## src/rtl/eeg_xram_rd_ctrl.sv

```systemverilog
// rtl/eeg_xram_rd_ctrl.sv - strided burst-read initiator for one XRAM bank port
// Address issue is credit-limited so returned data always finds room in the FIFO.
module eeg_xram_rd_ctrl #(
  parameter int XRAM_ADD_AW = 12,
  parameter int XRAM_DAT_DW = 8,
  parameter int FIFO_DEPTH  = 4
) (
  input  logic                   clk,
  input  logic                   rst,
  input  logic                   CMD_VLD,
  output logic                   CMD_RDY,
  input  logic [XRAM_ADD_AW-1:0] CMD_BASE,
  input  logic [XRAM_ADD_AW-1:0] CMD_LEN,
  input  logic [XRAM_ADD_AW-1:0] CMD_STRIDE,
  output logic                   XRAM_ADD_VLD,
  output logic                   XRAM_ADD_LST,
  input  logic                   XRAM_ADD_RDY,
  output logic [XRAM_ADD_AW-1:0] XRAM_ADD_ADD,
  input  logic                   XRAM_DAT_VLD,
  input  logic                   XRAM_DAT_LST,
  output logic                   XRAM_DAT_RDY,
  input  logic [XRAM_DAT_DW-1:0] XRAM_DAT_DAT,
  output logic                   OUT_VLD,
  output logic                   OUT_LST,
  input  logic                   OUT_RDY,
  output logic [XRAM_DAT_DW-1:0] OUT_DAT,
  output logic                   BUSY,
  output logic                   DONE
);

  localparam int PW = $clog2(FIFO_DEPTH);
  localparam int CW = $clog2(FIFO_DEPTH + 1) + 1;
  localparam int EW = XRAM_DAT_DW + 1;

  typedef enum logic [1:0] {
    S_IDLE  = 2'd0,
    S_ISSUE = 2'd1,
    S_DRAIN = 2'd2
  } state_e;

  state_e state_q, state_d;

  logic [XRAM_ADD_AW-1:0] addr_q, addr_d;
  logic [XRAM_ADD_AW-1:0] cnt_q, cnt_d;
  logic [XRAM_ADD_AW-1:0] len_q, len_d;
  logic [XRAM_ADD_AW-1:0] stride_q, stride_d;
  logic [CW-1:0]          outs_q, outs_d;
  logic [CW-1:0]          fcnt_q, fcnt_d;
  logic [PW-1:0]          wptr_q, wptr_d;
  logic [PW-1:0]          rptr_q, rptr_d;
  logic                   done_q, done_d;
  logic [EW-1:0]          mem_q [FIFO_DEPTH];

  logic [CW-1:0] credits;
  logic          cmd_hs;
  logic          add_vld;
  logic          add_hs;
  logic          add_lst;
  logic          fifo_full;
  logic          fifo_empty;
  logic          push;
  logic          pop;
  logic          last_pop;
  logic [EW-1:0] head;

  // Pops do not return credits until the count register updates.
  assign credits    = outs_q + fcnt_q;
  assign cmd_hs     = CMD_VLD && (state_q == S_IDLE);
  assign add_vld    = (state_q == S_ISSUE) && (credits < CW'(FIFO_DEPTH));
  assign add_lst    = (state_q == S_ISSUE) && (cnt_q == len_q);
  assign add_hs     = add_vld && XRAM_ADD_RDY;
  assign fifo_full  = (fcnt_q == CW'(FIFO_DEPTH));
  assign fifo_empty = (fcnt_q == '0);
  // Data with no outstanding request (e.g. in flight across a reset) is dropped.
  assign push       = XRAM_DAT_VLD && !fifo_full && (outs_q != '0);
  assign pop        = !fifo_empty && OUT_RDY;
  assign head       = mem_q[rptr_q];
  assign last_pop   = pop && head[XRAM_DAT_DW];

  function automatic logic [PW-1:0] ptr_inc(input logic [PW-1:0] p);
    if (p == PW'(FIFO_DEPTH - 1)) return '0;
    return p + PW'(1);
  endfunction

  always_ff @(posedge clk or posedge rst) begin
    if (rst) state_q <= S_IDLE;
    else     state_q <= state_d;
  end

  always_comb begin
    state_d = state_q;
    case (state_q)
      S_IDLE:  if (cmd_hs) state_d = S_ISSUE;
      S_ISSUE: if (add_hs && add_lst) state_d = S_DRAIN;
      S_DRAIN: if (last_pop) state_d = S_IDLE;
      default: state_d = S_IDLE;
    endcase
  end

  always_comb begin
    CMD_RDY      = (state_q == S_IDLE);
    BUSY         = (state_q != S_IDLE);
    XRAM_ADD_VLD = add_vld;
    XRAM_ADD_LST = add_lst;
    XRAM_ADD_ADD = addr_q;
    XRAM_DAT_RDY = !fifo_full;
    OUT_VLD      = !fifo_empty;
    OUT_LST      = !fifo_empty && head[XRAM_DAT_DW];
    OUT_DAT      = fifo_empty ? '0 : head[XRAM_DAT_DW-1:0];
    DONE         = done_q;
  end

  always_comb begin
    addr_d   = addr_q;
    cnt_d    = cnt_q;
    len_d    = len_q;
    stride_d = stride_q;
    outs_d   = outs_q;
    fcnt_d   = fcnt_q;
    wptr_d   = wptr_q;
    rptr_d   = rptr_q;
    done_d   = last_pop;

    if (cmd_hs) begin
      addr_d   = CMD_BASE;
      cnt_d    = '0;
      len_d    = CMD_LEN;
      stride_d = CMD_STRIDE;
    end else if (add_hs) begin
      addr_d = addr_q + stride_q;
      cnt_d  = cnt_q + XRAM_ADD_AW'(1);
    end

    case ({add_hs, push})
      2'b10:   outs_d = outs_q + CW'(1);
      2'b01:   outs_d = outs_q - CW'(1);
      default: outs_d = outs_q;
    endcase

    case ({push, pop})
      2'b10:   fcnt_d = fcnt_q + CW'(1);
      2'b01:   fcnt_d = fcnt_q - CW'(1);
      default: fcnt_d = fcnt_q;
    endcase

    if (push) wptr_d = ptr_inc(wptr_q);
    if (pop)  rptr_d = ptr_inc(rptr_q);
  end

  always_ff @(posedge clk or posedge rst) begin
    if (rst) begin
      addr_q   <= '0;
      cnt_q    <= '0;
      len_q    <= '0;
      stride_q <= '0;
      outs_q   <= '0;
      fcnt_q   <= '0;
      wptr_q   <= '0;
      rptr_q   <= '0;
      done_q   <= 1'b0;
    end else begin
      addr_q   <= addr_d;
      cnt_q    <= cnt_d;
      len_q    <= len_d;
      stride_q <= stride_d;
      outs_q   <= outs_d;
      fcnt_q   <= fcnt_d;
      wptr_q   <= wptr_d;
      rptr_q   <= rptr_d;
      done_q   <= done_d;
    end
  end

  // Storage needs no reset: the outputs are masked while the FIFO is empty.
  always_ff @(posedge clk) begin
    if (push) mem_q[wptr_q] <= {XRAM_DAT_LST, XRAM_DAT_DAT};
  end

endmodule
```

## config.mk

```make
export PLATFORM = sky130hd
export DESIGN_NAME = eeg_xram_rd_ctrl
export DESIGN_NICKNAME = d
export VERILOG_FILES = /design/src/rtl/eeg_xram_rd_ctrl.sv
export SDC_FILE = /design/constraint.sdc
export NUM_CORES = 1
export LEC_CHECK = 0
export CAP_MARGIN = 10
export CORE_UTILIZATION = 40
export CTS_BUF_LIST = sky130_fd_sc_hd__clkbuf_8
export CTS_CLUSTER_DIAMETER = 60
export DETAILED_ROUTE_END_ITERATION = 7
export SYNTH_ARGS = -nofsm -noshare
export SYNTH_HDL_FRONTEND = slang
export SYNTH_SLANG_ARGS = --single-unit
```

## constraint.sdc

```tcl
create_clock -name clk -period 6.2 [get_ports clk]
set_clock_uncertainty 0.1 [all_clocks]
set_input_delay 0.93 -clock clk [delete_from_list [all_inputs] [get_ports clk]]
set_output_delay 0.93 -clock clk [all_outputs]
set_load 0.05 [all_outputs]
```

==> results of run 1 <==
path summary, 6_finish.rpt:
path	from	end	cells after the start
worst min register to register	stride_q[3]	stride_q[3]	2
worst max register to register	outs_q[1]	outs_q[3]	12
min in group asynchronous	rst	fcnt_q[0]	3
worst max-delay path	cnt_q[0]	XRAM_ADD_LST	5
max in group asynchronous	rst	stride_q[7]	3
worst min-delay path	stride_q[3]	stride_q[3]	2
metrics by stage:
step                      instances  power, mW  worst slack [ps]
after floorplan                 454      2.459              2551
after global placement          686      2.913              2154
after detailed placement        686      2.955              2055
after CTS                       702      3.362              2088
after global routing            702      3.603              2000
final                           702      3.330              2197
cell type report:
class / instances / area, sq um
fillers: 1111 / 5984
flip-flops and latches: 99 / 2658
multi-input cells: 322 / 2170
repair buffers: 79 / 788.3
well taps: 168 / 210.2
clock buffers: 9 / 123.9
inverters: 18 / 67.56
clock inverters: 7 / 60.06
tightest hold or removal path: cells and delay by family (launching register included):
kind,cells,cell delay (ps)
and+or+nand+nor,2,100
DFF,1,360
logic make-up (layout without fill, tap and decap cells):
logic type / count (synthesis) / in the layout / synth area share
fa+ha+maj: 28 / 28 / 0.07527
simple gates: 179 / 179 / 0.1627
xor+xnor: 38 / 38 / 0.07022
buf+inv: 33 / 113 / 0.02576
compound gates: 60 / 60 / 0.07224
mux: 17 / 17 / 0.05734
flops: 99 / 99 / 0.5365
power groups by stage:
stage          Combinational, mW  Clock [mW]  Sequential, mW
2_1_floorplan               1.27           0            1.19
3_3_place_gp                1.80           0            1.12
3_5_place_dp                1.83           0            1.12
4_1_cts                     1.84       0.411            1.11
5_1_grt                     2.03       0.438            1.14
6_report                    1.83       0.397            1.11
registers in the layout (all words and copies together), names as in the netlist, 4 cells and up:
| signal | count |
|---|---|
| cnt_q | 12 |
| outs_q | 4 |
| stride_q | 12 |
| XRAM_ADD_ADD | 12 |
| fcnt_q | 4 |
| len_q | 12 |
| mem_q | 36 |
per-layer routing:
layer / global-route usage / up-vias / wire (microns)
li1: - / 1704 / -
met1: 0.2454 / 1668 / 4972
met2: 0.2675 / 65 / 4682
met3: 0.03267 / 11 / 346
met4: 0.07982 / 0 / 170
met5: 0 / - / 0
placed cells by master, fill, tap and decap left out, types with 4 or more instances in the layout:
| cell type | instances |
|---|---|
| sky130_fd_sc_hd__nand2_1 | 100 |
| sky130_fd_sc_hd__dfrtp_1 | 63 |
| sky130_fd_sc_hd__nor2_1 | 25 |
| sky130_fd_sc_hd__edfxtp_1 | 36 |
| sky130_fd_sc_hd__o21ai_0 | 19 |
| sky130_fd_sc_hd__mux2i_1 | 7 |
| sky130_fd_sc_hd__and2_1 | 14 |
| sky130_fd_sc_hd__nand4_1 | 6 |
| sky130_fd_sc_hd__nor3_1 | 6 |
| sky130_fd_sc_hd__clkdlybuf4s50_1 | 78 |
| sky130_fd_sc_hd__and3_1 | 4 |
| sky130_fd_sc_hd__nand2b_1 | 4 |
| sky130_fd_sc_hd__a21o_1 | 7 |
| sky130_fd_sc_hd__xnor2_1 | 19 |
| sky130_fd_sc_hd__xor2_1 | 18 |
| sky130_fd_sc_hd__inv_1 | 17 |
| sky130_fd_sc_hd__clkbuf_8 | 9 |
| sky130_fd_sc_hd__nand3_1 | 6 |
| sky130_fd_sc_hd__ha_1 | 25 |
| sky130_fd_sc_hd__mux4_2 | 9 |
| sky130_fd_sc_hd__a21oi_1 | 19 |
==> metrics.txt, run 1 <==
status finished, final reports clean; critical path's largest stage delay a little over 900 ps; global-route wire length before repair around 17000 microns; Seq/Total Area, Yosys 0.5365; count of buffering cells on the critical path with inverters included 1; Avg Synthesized Cell Area 10.91 sq um; TritonCTS clock tree built; count of endpoints failing hold in the final timing report 0; register-to-register setup slack 2490 ps; switching share of power 0.4525; upper clock frequency limit around 0.25 GHz; critical path endpoint category output port; die outline height approximately 110 microns; library cell used as clock root buffer sky130_fd_sc_hd__clkbuf_8; TritonCTS Buffers 9; RSZ-0062 raised after global routing false; number of distinct standard cells referenced by the synthesized netlist between 40 and 50; number of clock sinks 99; residual antenna-violating net count after detailed routing 0; final estimated routing congestion in global placement around 0.85; share of synthesized registers carrying an async set or reset 0.6364; Comb pwr share 0.549; fraction of final layout cells with drive strength greater than 1 0.05618; sort of element at the start of the critical path register; DR pass1 iterations 4; Final Slew Violations 0; commonest cells in the netlist sky130_fd_sc_hd__nand2_1, sky130_fd_sc_hd__dfrtp_1, sky130_fd_sc_hd__edfxtp_1; total via count in the routed design 3448; Least-Margin Pin Slew between 1000 and 1500 ps; DP Wirelength 7057 microns; power density over the cells approximately 550 mW/mm^2; Synth Net Count 533; H-Tree Level Count 3; data required time of the critical path about 5200 ps; Worst Setup Path Type register to output port; clk slew on worst S/H paths about 100 ps; Post-Place Cell Area about 0.006 sq mm; share of the synthesized area in the top cell type 0.3183; Clock Tree Buf Depth 2; clock latency of the later-clocked register in the worst-skew pair around 380 ps; initial DRC count around 140; total overflow reported by the global router 0; antenna violations before repair 0; cell type group with the largest total delay on the critical path simple AND/OR/NAND/NOR gates; antenna cell count 0; top_reg_cell synth sky130_fd_sc_hd__dfrtp_1; die area around 0.013 sq mm; Routed WL per cell around 14 microns; most frequently used cell type in the post-synthesis netlist sky130_fd_sc_hd__nand2_1; post-route clock period utilization 0.6457; Hold Path Class register to register; worst-path fanout max 5; vias in the first global route about 3500; maximum number of pins on one net before global-route repair 64; Worst Path Arrival about 3000 ps; number of I/O pins 79; Setup Fix Bufs, Post-CTS 0; floorplan core area 0.01206 sq mm; total wire length 10170 microns; growth of design area from synthesis to finish 22.68%; setup violators final 0; post-route cell area just over 0.006 sq mm; switching power total around 1.5 mW; cell type of the slowest stage on the worst timing path sky130_fd_sc_hd__clkdlybuf4s50_1; list of cells traversed by the critical path xor2_1 -> nor4_1 -> nand4_1 -> nor4_1 -> clkdlybuf4s50_1; worst slew margin relative to its limit 0.2420; Final Util 0.5038; Worst path most repeated cell sky130_fd_sc_hd__nor4_1; sequential group share of total power 0.332; maximum capacitance violations 0; clock share of power 0.119; layout net count slightly above 600; leading area contributor after synthesis sky130_fd_sc_hd__dfrtp_1; count of warnings emitted by yosys 0; DRC violations left 0; cell types occupying the most area after synthesis sky130_fd_sc_hd__dfrtp_1, sky130_fd_sc_hd__edfxtp_1, sky130_fd_sc_hd__nand2_1; detail-routed via count per cell just under 5; leakage power summed over all cells 2.588 nW; Chip Width 113.3 microns; initial core utilization 0.4107; sum of negative setup slack 0 ps; register bit count reported by yosys 99; cell row count 40; quantity of hold-fixing buffers added after cts 0; final critical path time including I/O delays and setup between 4000 and 5000 ps; total standard cell area after synthesis between 0.004 and 0.005 sq mm; cells after synthesis between 400 and 500; overall global routing resource usage 0.1759; Cell Int Power roughly 1.8 mW; worst hold slack 393.6 ps; port bufs a little under 80; largest vdd supply drop about 0.25 mV; number of flops mapped to enable cells by yosys 36; Gates resized, CTS repair 0
(Power assumes the default switching activity.)
==> run 2: changes to the inputs <==
==> constraint.sdc (replaced) <==
create_clock -name clk -period 3.8 [get_ports clk]
set_clock_uncertainty 0.1 [all_clocks]
set_input_delay 0.57 -clock clk [delete_from_list [all_inputs] [get_ports clk]]
set_output_delay 0.57 -clock clk [all_outputs]
set_load 0.05 [all_outputs]
==> run 2 against run 1 <==
Net effect: core utilization increased by 0.16 points; global-route usage increased by 0.31 points; sequential share of layout area decreased by 0.13 points; critical path depth unchanged; setup slack got worse by 1900 ps; hold slack got worse by 7.6 ps; power increased by 64%; cell count increased by 0.28%; critical endpoint unchanged.
==> metrics.txt, run 2 (synthesized netlist as in run 1, its figures left out) <==
DP Wirelength just over 7000 microns; worst slew margin relative to its limit 0.3617; maximum number of pins on one net before global-route repair between 60 and 70; clock share of power 0.119; upper clock frequency limit ~0.28 GHz; Least-Margin Pin Slew approximately 960 ps; vias in the first global route between 3000 and 4000; cell row count 40; detail-routed via count per cell approximately 5; highest-count cells in the layout ignoring fill and taps sky130_fd_sc_hd__nand2_1, sky130_fd_sc_hd__clkdlybuf4s50_1, sky130_fd_sc_hd__dfrtp_1, sky130_fd_sc_hd__edfxtp_1; die outline height between 100 and 150 microns; number of clock sinks 99; status finished, final reports clean; layout net count 610; total via count in the routed design around 3500; largest vdd supply drop roughly 0.58 mV; floorplan core area roughly 0.012 sq mm; TritonCTS clock tree built; maximum capacitance violations 0; residual antenna-violating net count after detailed routing 0; Final Slew Violations 0; Setup Fix Bufs, Post-CTS 0; number of I/O pins 79; Worst Path Arrival roughly 2900 ps; Chip Width about 110 microns; Final Util 0.5054; Clock Tree Buf Depth 2; H-Tree Level Count 3; post-route clock period utilization 0.9295; clock latency of the later-clocked register in the worst-skew pair ~380 ps; Gates resized, CTS repair 0; Cell Int Power 2.984 mW; Hold Path Class register to register; quantity of hold-fixing buffers added after cts 0; Filler Cells Inserted around 1100; setup violators final 0; library cell used as clock root buffer sky130_fd_sc_hd__clkbuf_8; Worst Setup Path Type register to output port; sequential group share of total power 0.330; DRC violations left 0; fraction of final layout cells with drive strength greater than 1 0.05970; initial core utilization 0.4107; most common cell after layout, fill and taps aside sky130_fd_sc_hd__nand2_1; total overflow reported by the global router 0; initial DRC count ~150; critical path endpoint category output port; switching share of power 0.4528; Comb pwr share 0.550; die area between 0.01 and 0.015 sq mm; DR pass1 iterations 5; sum of negative setup slack 0 ps; worst-path fanout max 5; antenna cell count 0; power density over the cells around 890 mW/mm^2; switching power total ~2.5 mW; leakage power summed over all cells between 2 and 3 nW; total wire length approximately 10000 microns; sort of element at the start of the critical path register; Largest Register mem_q; growth of design area from synthesis to finish 23.06%; TritonCTS Buffers 9; overall global routing resource usage 0.1790; port bufs 78; global-route wire length before repair 17600 microns; number of flip-flops in the largest register 36; Routed WL per cell between 10 and 15 microns; RSZ-0062 raised after global routing false; final critical path time including I/O delays and setup between 3000 and 4000 ps; antenna violations before repair 0; count of endpoints failing hold in the final timing report 0; final estimated routing congestion in global placement ~0.85; clk slew on worst S/H paths around 100 ps; data required time of the critical path between 3000 and 4000 ps; worst hold slack around 390 ps
-- run 2: final timing paths --
| check | start | endpoint | slack (ps) | depth (start not counted) |
|---|---|---|---|---|
| worst min register to register | stride_q[5] | stride_q[5] | 390 | 2 |
| worst max-delay path | cnt_q[0] | XRAM_ADD_LST | 270 | 5 |
| worst max register to register | outs_q[1] | outs_q[3] | 620 | 12 |
| worst min-delay path | stride_q[5] | stride_q[5] | 390 | 2 |
| max in group asynchronous | rst | len_q[10] | 2400 | 3 |
| min in group asynchronous | rst | outs_q[0] | 630 | 3 |
-- run 2: layer usage --
| layer | routed length, microns | track usage | vias up | part of all wire |
|---|---|---|---|---|
| met5 | 0 | 0 | - | 0 |
| met4 | 197 | 0.07456 | 0 | 0.019 |
| met3 | 348 | 0.03321 | 15 | 0.033 |
| met2 | 4933 | 0.2924 | 70 | 0.47 |
| met1 | 4969 | 0.2351 | 1737 | 0.48 |
| li1 | - | - | 1713 | - |
-- run 2: layout make-up --
cell class	instances	area (sq um)	area share
flip-flops and latches	99	2658	0.4360
well taps	168	210.2	0.03448
inverters	18	67.56	0.01108
clock buffers	9	123.9	0.02032
multi-input cells	322	2170	0.3559
clock inverters	7	63.81	0.01047
repair buffers	81	803.3	0.1318
-- run 2: critical path, stage by stage (launching register included) --
cell	delay, ps
sky130_fd_sc_hd__dfrtp_1	460
sky130_fd_sc_hd__xor2_1	180
sky130_fd_sc_hd__nor4_1	290
sky130_fd_sc_hd__nand4_1	130
sky130_fd_sc_hd__nor4_1	510
sky130_fd_sc_hd__clkdlybuf4s50_1	910
-- run 2: power groups by stage --
| stage | Sequential (mW) | Combinational [mW] | Clock (mW) |
|---|---|---|---|
| final | 1.80 | 3.00 | 0.652 |
| after global routing | 1.86 | 3.32 | 0.710 |
| after CTS | 1.81 | 3.02 | 0.677 |
| after detailed placement | 1.83 | 3.00 | 0 |
| after global placement | 1.82 | 2.95 | 0 |
| after floorplan | 1.94 | 2.07 | 0 |
-- run 2: metrics by stage --
| stage | power [mW] | instances | instance area [sq um] | setup WS, ps |
|---|---|---|---|---|
| 2_1_floorplan | 4.013 | 454 | 4954 | 511.2 |
| 3_3_place_gp | 4.772 | 688 | 5908 | 614.2 |
| 3_5_place_dp | 4.829 | 688 | 5908 | 566.2 |
| 4_1_cts | 5.507 | 704 | 6096 | 200.4 |
| 5_1_grt | 5.898 | 704 | 6096 | 49.38 |
| 6_report | 5.453 | 704 | 6096 | 267.9 |
==> run 3: changes to the inputs <==
--- a/config.mk
+++ b/config.mk
@@ -6,6 +6,7 @@
 export NUM_CORES = 1
 export LEC_CHECK = 0
 export CAP_MARGIN = 10
+export CORE_ASPECT_RATIO = 1.2
 export CORE_UTILIZATION = 40
 export CTS_BUF_LIST = sky130_fd_sc_hd__clkbuf_8
 export CTS_CLUSTER_DIAMETER = 60
==> constraint.sdc (replaced) <==
create_clock -name clk -period 3.8 [get_ports clk]
set_clock_uncertainty 0.1 [all_clocks]
set_input_delay 0.38 -clock clk [delete_from_list [all_inputs] [get_ports clk]]
set_output_delay 0.38 -clock clk [all_outputs]
set_load 0.05 [all_outputs]
==> run 3 against run 2 <==
Net effect: combinational power is essentially flat; first-iteration DRC count grew 7.3%; clock power grew 3.7%; via count shrank 1.7%; design area grew 0.12%; wire length shrank 2.2%; power grew 0.32%; critical path depth is the same.
==> metrics.txt, run 3 (synthesized netlist as in run 1, its figures left out) <==
sum of negative setup slack 0 ps; overall global routing resource usage 0.1714; cell type of the slowest stage on the worst timing path sky130_fd_sc_hd__clkdlybuf4s50_1; data required time of the critical path about 3300 ps; reg-to-reg critical path startpoint outs_q[1]; critical path's largest stage delay 930 ps; TritonCTS Buffers 9; most common cell after layout, fill and taps aside sky130_fd_sc_hd__nand2_1; list of cells traversed by the critical path xor2_1 -> nor4_1 -> nand4_1 -> nor4_1 -> clkdlybuf4s50_1; floorplan core area about 0.012 sq mm; critical path endpoint category output port; quantity of hold-fixing buffers added after cts 0; Worst Setup Path Type register to output port; sort of element at the start of the critical path register; total via count in the routed design between 3000 and 4000; DP Wirelength around 7200 microns; Filler Cells Inserted about 1100; initial DRC count around 160; die area about 0.013 sq mm; switching share of power 0.4524; final critical path time including I/O delays and setup approximately 3300 ps; DR pass1 iterations 4; total power of the final layout between 5 and 6 mW; maximum number of pins on one net before global-route repair 54; H-Tree Level Count 3; Cell Int Power approximately 3 mW; GR Layer Usage met2 0.3003; count of endpoints failing hold in the final timing report 0; Largest Register mem_q; total overflow reported by the global router 0; RSZ-0062 raised after global routing false; Routed WL per cell about 15 microns; detail-routed via count per cell 4.987; residual antenna-violating net count after detailed routing 0; switching power total approximately 2.5 mW; fraction of final layout cells with drive strength greater than 1 0.06157; DRC violations left 0; number of flip-flops in the largest register 36; maximum capacitance violations 0; TritonCTS clock tree built; growth of design area from synthesis to finish 23.21%; placed insts 681; leakage power summed over all cells 2.602 nW; vias in the first global route ~3500; largest vdd supply drop 0.5129 mV; Global Route met1 Usage 0.2107; clk slew on worst S/H paths approximately 100 ps; die outline height ~120 microns; gr busiest metal met2; Least-Margin Pin Slew about 940 ps; layout net count 610; status finished, final reports clean; library cell used as clock root buffer sky130_fd_sc_hd__clkbuf_8; global-route wire length before repair about 17000 microns; worst-path fanout max 5; Final Slew Violations 0; worst slew margin relative to its limit 0.3730; power density over the cells 896.4 mW/mm^2; final estimated routing congestion in global placement 0.8062; Chip Width between 100 and 150 microns; sequential group share of total power 0.329; met3 layer usage reported by global route 0.02826; number of clock sinks roughly 100; antenna violations before repair 0; Post-Place Cell Area slightly below 0.006 sq mm; number of I/O pins 79; launch point of the critical path cnt_q[0]; worst reg2reg path depth 12; highest-count cells in the layout ignoring fill and taps sky130_fd_sc_hd__nand2_1, sky130_fd_sc_hd__clkdlybuf4s50_1, sky130_fd_sc_hd__dfrtp_1, sky130_fd_sc_hd__edfxtp_1; count of placed standard cells in the final layout, fillers left out around 700; Worst Path Arrival between 2000 and 3000 ps; post-route cell area ~0.0061 sq mm; Clock Tree Buf Depth 2; Setup Fix Bufs, Post-CTS 0; post-route clock period utilization 0.8714; Gates resized, CTS repair 0; Hold Path Class input pin to async pin; clock share of power 0.124; initial core utilization 0.4090; Comb pwr share 0.548; cell row count 44; Worst path most repeated cell sky130_fd_sc_hd__nor4_1; upper clock frequency limit ~0.30 GHz; setup violators final 0; clock latency of the later-clocked register in the worst-skew pair roughly 370 ps; worst hold slack around 220 ps; antenna cell count 0; port bufs 78; total wire length approximately 10000 microns
## run 3: changes by cell type in the layout (fill, tap and decap cells not counted)
cell                         before  now
sky130_fd_sc_hd__inv_8            1    2
sky130_fd_sc_hd__inv_6            2    1
sky130_fd_sc_hd__inv_1           17   16
sky130_fd_sc_hd__clkinv_8         1    2
sky130_fd_sc_hd__clkinvlp_4       2    1
sky130_fd_sc_hd__clkinv_4         0    1
## run 3: area by class of cell
| class | count | area [sq um] | area share |
|---|---|---|---|
| multi-input cells | 322 | 2170 | 0.3555 |
| flip-flops and latches | 99 | 2658 | 0.4354 |
| clock inverters | 7 | 80.08 | 0.01312 |
| repair buffers | 81 | 803.3 | 0.1316 |
| inverters | 18 | 67.56 | 0.01107 |
| well taps | 161 | 201.4 | 0.03301 |
| clock buffers | 9 | 123.9 | 0.02030 |
## run 3: routing by layer
metal  part of all wire  vias up  wire length [microns]
li1                   -     1705                      -
met1               0.44     1675                   4544
met2               0.49       82                   5047
met3              0.044       14                    451
met4              0.017        0                    178
met5                  0        -                      0
## run 3: critical path, delay by kind of cell (launching register included)
kind,cells,cell delay [ps]
and+or+nand+nor,3,910
buffers and inverters,1,930
DFF,1,450
xor gates and xnor gates,1,180
## run 3: through the flow
step | utilization | worst slack (ps)
2_1_floorplan | - | 633.6
3_3_place_gp | 0.4871 | 719.3
3_5_place_dp | 0.4871 | 634.9
4_1_cts | 0.5039 | 449.2
5_1_grt | 0.5039 | 244.4
6_report | 0.5039 | 488.8
## run 3: path summary, 6_finish.rpt
| kind | endpoint | slack [ps] |
|---|---|---|
| max in group asynchronous | stride_q[1] | 2450 |
| min | stride_q[0] | 220 |
| max reg2reg | outs_q[3] | 600 |
| min in group clk | stride_q[5] | 390 |
| min reg2reg | stride_q[5] | 390 |
| max | XRAM_ADD_LST | 490 |
## run 3: power by group through the flow
stage,Sequential (mW),Clock (mW),Combinational [mW]
after global routing,1.85,0.743,3.32
after global placement,1.82,0,2.96
final,1.80,0.676,3.00
after floorplan,1.94,0,2.07
after CTS,1.81,0.702,3.03
after detailed placement,1.83,0,3.01
